--- src/rtl/uart_sram_loader.sv ---
// uart_sram_loader
// Drains 16-bit halfwords from the UART byte-packing FIFO and writes them to
// consecutive word addresses of a 16-bit asynchronous SRAM. The block owns the
// SRAM bus while busy and releases it (CE/UB/LB high, data undriven) at the end
// of every load, normal or aborted.
//
// Ports:
//   clk, rst          clock, synchronous active-high reset
//   start             load request, sampled only while idle
//   base_addr         first SRAM word address, captured on accepted start
//   word_count        halfwords to write, captured on accepted start
//   fifo_empty        FIFO holds no complete halfword
//   fifo_dout         FIFO read data, valid the cycle after fifo_rd
//   fifo_rd           one-cycle FIFO read strobe
//   sram_addr         SRAM word address
//   sram_dq_out       write data for the SRAM data pins
//   sram_dq_oe        drive sram_dq_out onto the bidirectional pins
//   sram_ce_n/we_n/oe_n/ub_n/lb_n  active-low SRAM controls
//   busy              load in progress
//   done              one-cycle pulse at the end of a load
//   err               sticky timeout flag, cleared by the next accepted start
//   words_written     halfwords committed in the current or last load
module uart_sram_loader #(
  parameter int unsigned ADDR_W    = 23,
  parameter int unsigned WE_CYCLES = 4,
  parameter int unsigned TIMEOUT   = 1000000
) (
  input  logic              clk,
  input  logic              rst,
  input  logic              start,
  input  logic [ADDR_W-1:0] base_addr,
  input  logic [ADDR_W-1:0] word_count,
  input  logic              fifo_empty,
  input  logic [15:0]       fifo_dout,
  output logic              fifo_rd,
  output logic [ADDR_W-1:0] sram_addr,
  output logic [15:0]       sram_dq_out,
  output logic              sram_dq_oe,
  output logic              sram_ce_n,
  output logic              sram_we_n,
  output logic              sram_oe_n,
  output logic              sram_ub_n,
  output logic              sram_lb_n,
  output logic              busy,
  output logic              done,
  output logic              err,
  output logic [ADDR_W-1:0] words_written
);

  // Counter widths; each counter only needs to reach its limit minus one.
  localparam int unsigned TO_W = (TIMEOUT > 1) ? $clog2(TIMEOUT) : 1;
  localparam int unsigned WE_W = (WE_CYCLES > 1) ? $clog2(WE_CYCLES) : 1;

  typedef enum logic [2:0] {
    IDLE,
    WAIT_DATA,
    FETCH,
    CAPTURE,
    SETUP,
    WRITE,
    HOLD,
    FINISH
  } state_t;

  state_t            state;
  logic [ADDR_W-1:0] remaining;
  logic [TO_W-1:0]   to_cnt;
  logic [WE_W-1:0]   we_cnt;

  // Sequencer: every output is set on the edge that enters the state it
  // belongs to, so the values seen during a state are that state's values.
  always_ff @(posedge clk) begin
    if (rst) begin
      state         <= IDLE;
      remaining     <= '0;
      to_cnt        <= '0;
      we_cnt        <= '0;
      fifo_rd       <= 1'b0;
      sram_addr     <= '0;
      sram_dq_out   <= '0;
      sram_dq_oe    <= 1'b0;
      sram_ce_n     <= 1'b1;
      sram_we_n     <= 1'b1;
      sram_oe_n     <= 1'b1;
      sram_ub_n     <= 1'b1;
      sram_lb_n     <= 1'b1;
      busy          <= 1'b0;
      done          <= 1'b0;
      err           <= 1'b0;
      words_written <= '0;
    end else begin
      // Single-cycle strobes fall back unless a state raises them.
      fifo_rd <= 1'b0;
      done    <= 1'b0;

      case (state)
        IDLE: begin
          if (start) begin
            sram_addr     <= base_addr;
            remaining     <= word_count;
            words_written <= '0;
            err           <= 1'b0;
            busy          <= 1'b1;
            to_cnt        <= '0;
            if (word_count == '0) begin
              done  <= 1'b1;
              state <= FINISH;
            end else begin
              state <= WAIT_DATA;
            end
          end
        end

        WAIT_DATA: begin
          if (!fifo_empty) begin
            to_cnt  <= '0;
            fifo_rd <= 1'b1;
            state   <= FETCH;
          end else if (to_cnt == TO_W'(TIMEOUT - 1)) begin
            // TIMEOUT consecutive empty cycles: abort and release the bus.
            err        <= 1'b1;
            done       <= 1'b1;
            sram_ce_n  <= 1'b1;
            sram_ub_n  <= 1'b1;
            sram_lb_n  <= 1'b1;
            sram_dq_oe <= 1'b0;
            state      <= FINISH;
          end else begin
            to_cnt <= to_cnt + TO_W'(1);
          end
        end

        FETCH: begin
          // fifo_dout becomes valid during CAPTURE.
          state <= CAPTURE;
        end

        CAPTURE: begin
          // Data, chip and byte enables settle here; we_n stays high.
          sram_dq_out <= fifo_dout;
          sram_ce_n   <= 1'b0;
          sram_ub_n   <= 1'b0;
          sram_lb_n   <= 1'b0;
          sram_dq_oe  <= 1'b1;
          sram_we_n   <= 1'b1;
          state       <= SETUP;
        end

        SETUP: begin
          sram_we_n <= 1'b0;
          we_cnt    <= '0;
          state     <= WRITE;
        end

        WRITE: begin
          if (we_cnt == WE_W'(WE_CYCLES - 1)) begin
            sram_we_n <= 1'b1;
            state     <= HOLD;
          end else begin
            we_cnt <= we_cnt + WE_W'(1);
          end
        end

        HOLD: begin
          // we_n rose on entry; address moves only after this hold cycle.
          sram_addr     <= sram_addr + ADDR_W'(1);
          words_written <= words_written + ADDR_W'(1);
          remaining     <= remaining - ADDR_W'(1);
          if (remaining == ADDR_W'(1)) begin
            done       <= 1'b1;
            sram_ce_n  <= 1'b1;
            sram_ub_n  <= 1'b1;
            sram_lb_n  <= 1'b1;
            sram_dq_oe <= 1'b0;
            state      <= FINISH;
          end else begin
            state <= WAIT_DATA;
          end
        end

        FINISH: begin
          busy  <= 1'b0;
          state <= IDLE;
        end

        default: begin
          state <= IDLE;
        end
      endcase
    end
  end

endmodule

--- config.mk ---
export PLATFORM = sky130hd
export DESIGN_NAME = uart_sram_loader
export DESIGN_NICKNAME = d
export VERILOG_FILES = /design/src/rtl/uart_sram_loader.sv
export SDC_FILE = /design/constraint.sdc
export NUM_CORES = 1
export LEC_CHECK = 0
export BUFFER_PORTS_ARGS = -buffer_cell sky130_fd_sc_hd__clkbuf_2
export CORE_AREA = 4 4 120 122
export DETAILED_ROUTE_END_ITERATION = 16
export DIE_AREA = 0 0 124 126
export HOLD_SLACK_MARGIN = 0.02
export PLACE_DENSITY = 0.64
export SKIP_CTS_REPAIR_TIMING = 1
export SYNTH_ARGS = -nofsm -noshare
export SYNTH_HDL_FRONTEND = slang
export SYNTH_SLANG_ARGS = --single-unit
--- constraint.sdc ---
create_clock -name clk -period 5.85 [get_ports clk]
set_input_delay 0.8775 -clock clk [delete_from_list [all_inputs] [get_ports clk]]
set_output_delay 0.8775 -clock clk [all_outputs]
set_load 0.005 [all_outputs]
==> flow_metrics.env <==
export IMPL_clock_latency_ns=0.42
export IMPL_peakVddDrop_mv=0.2164
export IMPL_grt_busiest_layer="met2"
export IMPL_die_width_um=124
export IMPL_ys_ff_latch=117
export IMPL_synth_cell_types=65
export IMPL_startpoint_type="register"
export IMPL_async_reset_ff_frac=0
export IMPL_grt_met1_usage=0.2878
export IMPL_relSlewSlack=0.2221
export IMPL_r2r_start="state[0]"
export IMPL_synthCells=754
export IMPL_port_buffers=136
export IMPL_leakage_uw=0.002713
export IMPL_place_worst_setup_slack_ns=2.756
export IMPL_initial_core_util=0.4452
export IMPL_clkTransAtPathRegs_ns=0.06
export IMPL_dp_hpwl_um=11650
export IMPL_p_sw_frac=0.2698
export IMPL_drive_gt1_frac=0.2207
export IMPL_seq_area_frac_synth=0.3989
export IMPL_crit_path_end_kind="register"
export IMPL_rsz0062_at_grt="false"
export IMPL_grt_pass1_vias=5793
export IMPL_synth_edff_count=0
export IMPL_nNetsFinal=938
export IMPL_final_hold_violation_count=0
export IMPL_p_comb_frac=0.142
export IMPL_core_rowCount=42
export IMPL_dr_pass1_iters=4
export IMPL_antenna_found_initial=0
export IMPL_min_to="sram_dq_out[15]"
export IMPL_cts_sinks=117
export IMPL_clock_tree_root_cell="clkbuf_16"
export IMPL_fin_crit_ns=2.845
export IMPL_maxCapViolations=0
export IMPL_final_util=0.5509
export IMPL_grtUsageMet3=0.05247
export IMPL_status="complete, no violations"
export IMPL_viasPerCell=5.837
export IMPL_avgSynthCellArea_um2=7.788
export IMPL_die_y_um=126
export IMPL_hold_ws_ns=0.4523
export IMPL_crit_arrival_ns=3.18
export IMPL_drtIter0Drc=594
export IMPL_vias=6158
export IMPL_sequentialPowerShare=0.380
export IMPL_gp_congestion=0.8418
export IMPL_p_switching_uw=647.6
export IMPL_crit_type="reg -> reg"
export IMPL_drtAntennaViolNets=0
export IMPL_ioPinCount=138
export IMPL_dieArea_um2=15620
export IMPL_grt_total_usage=0.2174
export IMPL_p_int_uw=1753
export IMPL_routed_wl_um=16850
export IMPL_grt_overflow_total=0
export IMPL_syn_nets=826
export IMPL_hp_start="sram_dq_out[15]"
export IMPL_insertedDiodeCount=0
export IMPL_setup_viol=0
export IMPL_r2r_slack_ns=3.01
export IMPL_hold_depth=2
export IMPL_drc=0
export IMPL_cts_htree_levels=4
export IMPL_min_period_over_period=0.4863
export IMPL_final_setup_worst_slack_ns=3.005
export IMPL_ctsLongestPathBuffers=2
export IMPL_cts_buffers=17
export IMPL_max_freq_mhz=351.5
export IMPL_synth_ff_type="dfxtp_1"
export IMPL_wire_per_inst_um=15.97
export IMPL_tightestPinTransition_ns=1.163
export IMPL_core_um2=13190
export IMPL_crit_fanout=24
export IMPL_drv_slew=0
export IMPL_yosys_warnings=0
export IMPL_grt_max_degree=92
export IMPL_worst_clock_skew_ns=0.007538
export IMPL_hold_class="reg -> reg"
export IMPL_cts_tree="yes"
export IMPL_grt_pass1_wl_um=27680
export IMPL_cp_required_ns=6.19
export IMPL_synth_area_um2=5872
export IMPL_r2r_end="remaining[13]"
export IMPL_n_fill_cell=1237
export IMPL_power_density_nw_per_um2=330.3
export IMPL_fin_tns_setup_ns=0
export IMPL_grt_use_met2=0.3385
export IMPL_ff2ff_path_depth=4
export IMPL_area_growth_pct=23.76
export IMPL_power_frac_clock=0.478
-- power groups by stage --
stage          combinational, µW  sequential (µW)  clock (µW)
2_1_floorplan                246              904           0
3_3_place_gp                 333              922           0
3_5_place_dp                 340              925           0
4_1_cts                      342              909        1170
5_1_grt                      382              919        1200
6_report                     341              911        1150
-- final cells by class --
class / count / area, µm² / area share
clock buffers: 19 / 452.9 / 0.06233
clock inverters: 13 / 203.9 / 0.02806
inverters: 12 / 45.04 / 0.006198
multi-input cells: 578 / 3292 / 0.4530
flip-flops and latches: 117 / 2342 / 0.3223
well taps: 176 / 220.2 / 0.03030
repair buffers: 140 / 710.7 / 0.09780
-- cell usage after synthesis, types with 5 or more instances --
| cell | n | area (µm²) |
|---|---|---|
| a22oi_1 | 9 | 67.56 |
| a222oi_1 | 5 | 50.05 |
| dfxtp_1 | 117 | 2342 |
| ha_1 | 6 | 75.07 |
| o211ai_1 | 11 | 82.58 |
| or2_2 | 9 | 56.30 |
| clkbuf_1 | 38 | 142.6 |
| a31oi_1 | 19 | 118.9 |
| and3_1 | 7 | 43.79 |
| a221oi_1 | 5 | 43.79 |
| xnor2_1 | 10 | 87.58 |
| a21oi_1 | 66 | 330.3 |
| nand2_1 | 106 | 397.9 |
| a2bb2oi_1 | 5 | 43.79 |
| a311oi_1 | 5 | 43.79 |
| nand3_1 | 35 | 175.2 |
| and4_1 | 6 | 52.55 |
| nor4_1 | 25 | 156.4 |
| nand4_1 | 19 | 118.9 |
| inv_1 | 11 | 41.29 |
| nor2_1 | 82 | 307.8 |
| mux2_2 | 9 | 101.4 |
| nor3_1 | 19 | 95.09 |
| a211oi_1 | 5 | 37.54 |
| nand3b_1 | 6 | 45.04 |
| o21ai_0 | 29 | 145.1 |
| or3_1 | 26 | 162.7 |
-- stage by stage --
step	std cells	total power, µW	area (µm²)
finish	1055	2400	7267
global placement	1023	1255	6610
floorplan	754	1150	5872
CTS	1055	2417	7267
global route	1055	2507	7267
detailed placement	1023	1266	6610
-- logic make-up after synthesis --
kind of cell / after synthesis / share of synthesized area
buf+inv: 59 / 0.04155
simple gates: 364 / 0.3092
xor+xnor: 13 / 0.01939
mux: 10 / 0.01896
flops: 117 / 0.3989
other cells: 1 / 0.0006386
compound gates: 184 / 0.1986
fa+ha+maj: 6 / 0.01278
-- worst max-delay path, cell delays in order (launching register included) --
cell	delay, ns
dfxtp_1	0.70
and3b_1	0.56
nor2_1	1.02
o21ai_0	0.26
a31oi_1	0.22
-- metal layers --
layer	wire (µm)	vias up
met5	0	-
li1	-	3011
met2	7667	260
met3	1361	30
met4	369	0
met1	7453	2857
-- how the worst max path moves through the flow --
stage / start / endpoint / slack, ns
after CTS: state[0] / remaining[13] / 3.05
after global routing: state[2] / state[2] / 2.68
after floorplan: remaining[0] / remaining[16] / 3.59
after global placement: start / remaining[5] / 2.84
final: state[0] / remaining[13] / 3.01
after detailed placement: start / remaining[5] / 2.76
-- layout by cell type (no fill, tap or decap), drive strengths merged, types with 5 or more instances in the layout --
cell and count:
a222oi 5, o21ai 30, a211oi 5, clkinv 5, nand2 106, nor3 19
ha 6, mux2 9, bufinv 5, o211ai 11, nand3 35, nand3b 6
and4 6, a311oi 5, dfxtp 117, inv 11, buf 5, and3 7
a221oi 5, or2 9, xnor2 10, a2bb2oi 5, a22oi 9, nor2 82
clkbuf 154, a21oi 66, a31oi 19, nor4 26, nand4 19, or3 26
-- sequential cells by signal, indices dropped and copies added (netlist names), 2 cells and up --
| signal | cells |
|---|---|
| words_written | 23 |
| to_cnt | 20 |
| remaining | 23 |
| sram_addr | 23 |
| we_cnt | 2 |
| state | 3 |
| sram_dq_out | 16 |
(Power assumes the default switching activity.)
